`config.mk`:
```
export PLATFORM = sky130hd
export DESIGN_NAME = i2s_receiver
export DESIGN_NICKNAME = d
export VERILOG_FILES = /design/src/rtl/i2s_receiver_pkg.sv /design/src/rtl/i2s_rx_sync.sv /design/src/rtl/i2s_receiver.sv
export SDC_FILE = /design/constraint.sdc
export NUM_CORES = 1
export LEC_CHECK = 0
export CAP_MARGIN = 20
export CORE_MARGIN = 5
export CORE_UTILIZATION = 55
export CTS_CLUSTER_SIZE = 10
export DETAILED_ROUTE_END_ITERATION = 7
export DONT_BUFFER_PORTS = 1
export GPL_TIMING_DRIVEN = 0
export HOLD_SLACK_MARGIN = 0.05
export PLACE_DENSITY = 0.74
export SLEW_MARGIN = 25
export SYNTH_ARGS = -nofsm -noshare
export SYNTH_HDL_FRONTEND = slang
export SYNTH_SLANG_ARGS = --single-unit
```
`constraint.sdc`:
```
create_clock -name clk -period 2.3 [get_ports clk]
set_input_delay 0.46 -clock clk [delete_from_list [all_inputs] [get_ports clk]]
set_output_delay 0.46 -clock clk [all_outputs]
set_load 0.02 [all_outputs]
```
`src/rtl/i2s_receiver_pkg.sv`:
```
// Shared audio definitions: sample/frame widths common to the audio input and
// output paths and the FIFO, plus the I2S receiver state encoding.
package i2s_receiver_pkg;

  localparam int unsigned AUDIO_SAMPLE_BITS = 24;
  localparam int unsigned AUDIO_FRAME_BITS  = 2 * AUDIO_SAMPLE_BITS;

  typedef enum logic [1:0] {
    RX_SYNC  = 2'd0,
    RX_LEFT  = 2'd1,
    RX_RIGHT = 2'd2
  } rx_state_e;

endpackage

```
`src/rtl/i2s_rx_sync.sv`:
```
// Brings the three asynchronous I2S pins into the clk domain.
// Ports:
//   clk, rst      system clock, async active-low reset
//   sclk_i        external bit clock
//   lrclk_i       external word select
//   sdata_i       external serial data
//   sample_evt_o  one-cycle pulse per sclk rising edge, SYNC_STAGES+1 clk after the pin
//   lrclk_s_o     lrclk captured at the sample event
//   sdata_s_o     sdata captured at the sample event
module i2s_rx_sync #(
  parameter int unsigned SYNC_STAGES = 2
) (
  input  logic clk,
  input  logic rst,
  input  logic sclk_i,
  input  logic lrclk_i,
  input  logic sdata_i,
  output logic sample_evt_o,
  output logic lrclk_s_o,
  output logic sdata_s_o
);

  logic [SYNC_STAGES-1:0] sclk_q;
  logic [SYNC_STAGES-1:0] lrclk_q;
  logic [SYNC_STAGES-1:0] sdata_q;
  logic                   sclk_prev_q;
  logic                   evt_q;
  logic                   lrclk_s_q;
  logic                   sdata_s_q;
  logic                   rise_c;

  // Rising edge seen at the synchronizer output.
  assign rise_c = sclk_q[SYNC_STAGES-1] & ~sclk_prev_q;

  // Synchronizer chains; lrclk/sdata latched on the same edge that fires the
  // event so all three carry identical delay.
  always_ff @(posedge clk or negedge rst) begin
    if (!rst) begin
      sclk_q      <= '0;
      lrclk_q     <= '0;
      sdata_q     <= '0;
      sclk_prev_q <= 1'b0;
      evt_q       <= 1'b0;
      lrclk_s_q   <= 1'b0;
      sdata_s_q   <= 1'b0;
    end else begin
      sclk_q      <= {sclk_q[SYNC_STAGES-2:0], sclk_i};
      lrclk_q     <= {lrclk_q[SYNC_STAGES-2:0], lrclk_i};
      sdata_q     <= {sdata_q[SYNC_STAGES-2:0], sdata_i};
      sclk_prev_q <= sclk_q[SYNC_STAGES-1];
      evt_q       <= rise_c;
      if (rise_c) begin
        lrclk_s_q <= lrclk_q[SYNC_STAGES-1];
        sdata_s_q <= sdata_q[SYNC_STAGES-1];
      end
    end
  end

  assign sample_evt_o = evt_q;
  assign lrclk_s_o    = lrclk_s_q;
  assign sdata_s_o    = sdata_s_q;

endmodule

```
`src/rtl/i2s_receiver.sv`:
```
// I2S slave receiver: deserializes left/right samples and emits one
// {left, right} word per stereo frame on a valid/ready interface.
// Ports:
//   clk, rst          system clock, async active-low reset
//   enable            receiver enable; low returns to SYNC and clears datapath
//   clear_overflow    pulse clearing overflow and short_slot
//   i2s_sclk/lrclk/sdata  asynchronous I2S pins
//   out_data          {left, right}
//   out_valid/ready   frame handshake
//   overflow          sticky: completed frame dropped
//   short_slot        sticky: slot ended with fewer than SAMPLE_BITS bits
module i2s_receiver
  import i2s_receiver_pkg::*;
#(
  parameter int unsigned SAMPLE_BITS = AUDIO_SAMPLE_BITS,
  parameter int unsigned SYNC_STAGES = 2
) (
  input  logic                     clk,
  input  logic                     rst,
  input  logic                     enable,
  input  logic                     clear_overflow,
  input  logic                     i2s_sclk,
  input  logic                     i2s_lrclk,
  input  logic                     i2s_sdata,
  output logic [2*SAMPLE_BITS-1:0] out_data,
  output logic                     out_valid,
  input  logic                     out_ready,
  output logic                     overflow,
  output logic                     short_slot
);

  localparam int unsigned CNT_W = $clog2(SAMPLE_BITS + 1);
  localparam int unsigned IDX_W = $clog2(SAMPLE_BITS);

  logic                     sample_evt;
  logic                     lrclk_s;
  logic                     sdata_s;

  rx_state_e                state_q;
  logic                     lr_prev_q;
  logic [CNT_W-1:0]         bit_cnt_q;
  logic [SAMPLE_BITS-1:0]   left_q;
  logic [SAMPLE_BITS-1:0]   right_q;
  logic [2*SAMPLE_BITS-1:0] out_data_q;
  logic                     out_valid_q;
  logic                     overflow_q;
  logic                     short_slot_q;

  logic                     transition_c;
  logic                     cnt_full_c;
  logic [IDX_W-1:0]         bit_idx_c;

  i2s_rx_sync #(
    .SYNC_STAGES (SYNC_STAGES)
  ) u_sync (
    .clk          (clk),
    .rst          (rst),
    .sclk_i       (i2s_sclk),
    .lrclk_i      (i2s_lrclk),
    .sdata_i      (i2s_sdata),
    .sample_evt_o (sample_evt),
    .lrclk_s_o    (lrclk_s),
    .sdata_s_o    (sdata_s)
  );

  // Slot boundary detection and MSB-first bit position.
  always_comb begin
    transition_c = (lrclk_s != lr_prev_q);
    cnt_full_c   = (bit_cnt_q >= CNT_W'(SAMPLE_BITS));
    bit_idx_c    = IDX_W'(SAMPLE_BITS - 1) - IDX_W'(bit_cnt_q);
  end

  // Receiver FSM with capture datapath, output handshake and sticky flags.
  // Later assignments win, so flag sets override a coincident clear.
  always_ff @(posedge clk or negedge rst) begin
    if (!rst) begin
      state_q      <= RX_SYNC;
      lr_prev_q    <= 1'b0;
      bit_cnt_q    <= '0;
      left_q       <= '0;
      right_q      <= '0;
      out_data_q   <= '0;
      out_valid_q  <= 1'b0;
      overflow_q   <= 1'b0;
      short_slot_q <= 1'b0;
    end else begin
      if (out_valid_q && out_ready) out_valid_q <= 1'b0;
      if (clear_overflow) begin
        overflow_q   <= 1'b0;
        short_slot_q <= 1'b0;
      end
      // Track lrclk even while disabled so re-enable sees no stale edge.
      if (sample_evt) lr_prev_q <= lrclk_s;

      if (!enable) begin
        state_q     <= RX_SYNC;
        bit_cnt_q   <= '0;
        left_q      <= '0;
        right_q     <= '0;
        out_valid_q <= 1'b0;
      end else if (sample_evt) begin
        case (state_q)
          RX_SYNC: begin
            if (transition_c && !lrclk_s) begin
              state_q   <= RX_LEFT;
              left_q    <= '0;
              bit_cnt_q <= '0;
            end
          end
          RX_LEFT: begin
            if (transition_c) begin
              if (!cnt_full_c) short_slot_q <= 1'b1;
              state_q   <= RX_RIGHT;
              right_q   <= '0;
              bit_cnt_q <= '0;
            end else if (!cnt_full_c) begin
              left_q[bit_idx_c] <= sdata_s;
              bit_cnt_q         <= bit_cnt_q + CNT_W'(1);
            end
          end
          RX_RIGHT: begin
            if (transition_c) begin
              if (!cnt_full_c) short_slot_q <= 1'b1;
              state_q   <= RX_LEFT;
              left_q    <= '0;
              bit_cnt_q <= '0;
              // Accept if the output slot is empty or draining this cycle.
              if (!out_valid_q || out_ready) begin
                out_data_q  <= {left_q, right_q};
                out_valid_q <= 1'b1;
              end else begin
                overflow_q <= 1'b1;
              end
            end else if (!cnt_full_c) begin
              right_q[bit_idx_c] <= sdata_s;
              bit_cnt_q          <= bit_cnt_q + CNT_W'(1);
            end
          end
          default: state_q <= RX_SYNC;
        endcase
      end
    end
  end

  assign out_data   = out_data_q;
  assign out_valid  = out_valid_q;
  assign overflow   = overflow_q;
  assign short_slot = short_slot_q;

endmodule
```
==> results.py <==
metrics = {
    "power_and_ir_drop": {
        "power_frac_clock": 0.526,
        "p_comb_frac": 0.043,
        "peakVddDrop_uv": 404,
        "power_frac_seq": 0.432,
        "netSwitchingFraction": 0.216,
        "p_int_mw": 3.80,
        "p_switching_mw": 1.04,
        "p_per_area_mw_per_mm2": 788,
        "p_leak_nw": 3.00,
    },
    "route": {
        "drtAntennaViolNets": 0,
        "drc": 0,
        "drt_pass1_iterations": 5,
        "drtIter0Drc": 282,
        "routed_wl_microns": 12900,
        "via_per_inst": 6.22,
        "wl_per_cell_microns": 20.7,
        "vias": 3870,
    },
    "worst_setup_path": {
        "path_class": "reg -> reg",
        "max_stage_delay_ns": 0.52,
        "reg2reg_slack_ns": 0.08,
        "r2r_end": "right_q[23]",
        "crit_required_ns": 2.69,
        "r2r_cells": 7,
        "cpMaxStageDelayCell": "nor4b_1",
        "critPathMaxFanout": 10,
        "cp_cell_sequence": "inv_1 -> ha_1 -> clkbuf_1 -> nor4b_1 -> nor2_1 -> o21ai_0 -> o21ai_0",
        "cp-start-kind": "register",
        "r2r-start": "bit_cnt_q[0]",
        "end_kind": "register",
        "crit_top_cell": "o21ai_0",
        "cp.arrival_ns": 2.62,
    },
    "clock_tree": {
        "clk_latency_ns": 0.52,
        "cts.reportedPaths.clkPinSlew_ns": 0.06,
        "clockBufferDepth": 2,
        "htree_levels": 4,
        "postCtsHoldBufs": 3,
        "postCtsSetupBuffers": 0,
        "cts_sinks": 117,
        "cts_root_buffer": "clkbuf_8",
        "cts_made_buffers": 17,
        "cts_tree": "yes",
    },
    "logic_synthesis": {
        "synth_top_area_cell": "dfrtp_1",
        "ys_types": 50,
        "yosys_most_used_dff": "dfrtp_1",
        "syn_area_sq_mm": 0.00535,
        "synth-seq-cells": 117,
        "syn-num-nets": 470,
        "synthArstFlopShare": 1.00,
        "synth-seq-area-share": 0.547,
        "yosysWarningCount": 0,
        "synth_edf_count": 0,
        "syn_inst": 454,
        "synth.area.top_cells": "dfrtp_1 (55%), mux2_2 (6.5%), mux2_1 (4.2%)",
        "avgSynthCellArea_sq_um": 11.8,
        "netlist.area_leader.share": 0.547,
    },
    "sta": {
        "rsz0062_at_grt": "false",
        "fmax_mhz": 450,
        "worst_slew_margin_rel": 0.557,
        "holdWs_ns": -0.365,
        "fin_crit_sh": 0.967,
        "worst_pin_slew_ns": 0.664,
        "final_max_slew_viol_count": 0,
        "hold_violations": 117,
        "fin_crit_ns": 2.22,
        "setup_viol": 0,
        "finalClockSkew_ns": 0.00836,
        "final.setup.worst_slack_ns": 0.0763,
    },
    "placement": {
        "port_buffers": 0,
        "hpwl_microns": 8600,
        "gp_congestion": 0.896,
        "dp_cells": 587,
        "dpl_worst_slack_ns": -0.0193,
    },
    "grt": {
        "grt_first_pass_wirelength_microns": 21000,
        "grt_pass1_vias": 3968,
        "antenna_found_initial": 0,
        "grt_start_max_net_pins": 118,
        "overflow": 0,
        "grt_use_total": 0.234,
    },
    "floorplanning": {
        "die_w_microns": 109,
        "dieArea_sq_mm": 0.0118,
        "io_pins": 59,
        "rows": 36,
        "start_util": 0.555,
        "coreArea_sq_mm": 0.00964,
        "die_h_microns": 109,
    },
    "cells_and_area": {
        "drive_gt1_frac": 0.211,
        "final_cells": 622,
        "syn_to_final_growth_pct": 14.8,
        "layout.nets": 492,
        "antenna_cells": 0,
    },
    "hold_path": {
        "hp-class": "in -> async",
    },
    "run": {
        "drv_cap": 0,
    },
    "status": {
        "violations": "hold timing",
        "outcome": "finished, violations left",
    },
}
## area by class of cell
type | count | area, sq um
Fill cell | 764 | 3500
Sequential cell | 117 | 2930
Multi-Input combinational cell | 290 | 2170
Clock buffer | 23 | 477
Buffer | 37 | 234
Tap cell | 133 | 166
Clock inverter | 9 | 100
Inverter | 10 | 37.5
Timing Repair Buffer | 3 | 30.0
## cells by family (layout without fill, tap and decap cells)
kind of cell	Yosys count	after routing	share of synthesized area
xor+xnor	1	1	0.00164
flops	117	117	0.547
mux	51	51	0.107
simple gates	118	118	0.127
fa+ha+maj	8	8	0.0187
buf+inv	47	82	0.0496
compound gates	112	112	0.148
## routing by layer
metal,share of wire,wire length (microns),GRT usage,vias up
li1,-,-,-,1716
met1,0.41,5310,0.308,1926
met2,0.48,6180,0.370,197
met3,0.082,1060,0.0639,31
met4,0.025,323,0.0965,0
met5,0,0,0,-
## cell usage after synthesis, drive strengths merged, types with 3 or more instances
| master | number |
|---|---|
| a21oi | 9 |
| and3 | 32 |
| and2 | 3 |
| a31oi | 11 |
| ha | 8 |
| a221o | 20 |
| mux2 | 51 |
| nand4bb | 3 |
| nand2 | 22 |
| nor2 | 16 |
| nand3 | 14 |
| buf | 23 |
| inv | 10 |
| clkbuf | 14 |
| a21bo | 4 |
| nor4b | 3 |
| dfrtp | 117 |
| a32oi | 4 |
| nor4bb | 4 |
| o21ai | 51 |
| nor2b | 10 |
## critical path: cells and delay by family, from the launching register on
kind                       cells  cell delay (ns)
and+or+nand+nor                2             0.59
DFF                            1             0.43
AOI/OAI and AO/OA              2             0.25
buffers and inverters          2             0.58
adders and majority gates      1             0.25
## cells in the final DEF (no fill, tap or decap), types with 7 or more instances in the layout
master     Yosys  layout
buf_6          8       7
inv_1         10      10
nor2_1        14      14
o21ai_1       23      23
mux2_1        20      20
nor2b_1       10       9
mux2_2        31      31
a221o_1       20      20
a21oi_1        9       9
nand2_1       22      22
ha_1           8       7
clkbuf_16      0      16
and3_1        32      32
dfrtp_1      117     117
a31oi_1       11      11
nand3_1       14      14
buf_2         11      11
clkbuf_1      14      14
o21ai_0       28      28
## sequential cells by signal, summed over array words and instances (netlist names)
name                 flops
u_sync.sdata_q           2
u_sync.sdata_s_o         1
u_sync.sample_evt_o      1
state_q                  2
short_slot               1
bit_cnt_q                5
left_q                  24
out_valid                1
u_sync.lrclk_q           2
out_data                48
u_sync.lrclk_s_o         1
u_sync.sclk_q            2
overflow                 1
lr_prev_q                1
right_q                 24
u_sync.sclk_prev_q       1
## worst max-delay path by stage
stage / start / end / slack [ns] / depth (start not counted)
after global placement: u_sync.lrclk_s_o / out_data[28] / 0.05 / 8
after floorplan: u_sync.lrclk_s_o / out_data[28] / 0.38 / 8
final: bit_cnt_q[0] / right_q[23] / 0.08 / 7
after CTS: u_sync.lrclk_s_o / out_data[33] / 0.03 / 8
after detailed placement: u_sync.lrclk_s_o / out_data[33] / -0.02 / 8
after global routing: state_q[1] / left_q[3] / 0.001 / 7
## timing repair
action	in CTS	in global routing
gates resized for setup	1	8
hold endpoints to repair	120	117
endpoints found under the setup margin	2	42
## per-stage QoR
stage	setup TNS [ns]	cell area, sq um	power [mW]	utilization	hold WS [ns]
2_1_floorplan	0	5350	2.27	-	0.164
3_3_place_gp	0	5520	2.31	0.572	0.169
3_5_place_dp	-0.0193	5520	2.32	0.572	0.168
4_1_cts	0	6130	4.86	0.636	-0.375
5_1_grt	0	6140	4.98	0.637	-0.384
6_report	0	6140	4.84	0.637	-0.365
## power by group through the flow
stage	Combinational [mW]	Sequential, mW	Clock (mW)
after floorplan	0.145	2.12	0
after global placement	0.188	2.13	0
after detailed placement	0.194	2.13	0
after CTS	0.199	2.09	2.57
after global routing	0.224	2.09	2.66
final	0.206	2.09	2.54
No activity file was read; power rests on OpenSTA's default activity.
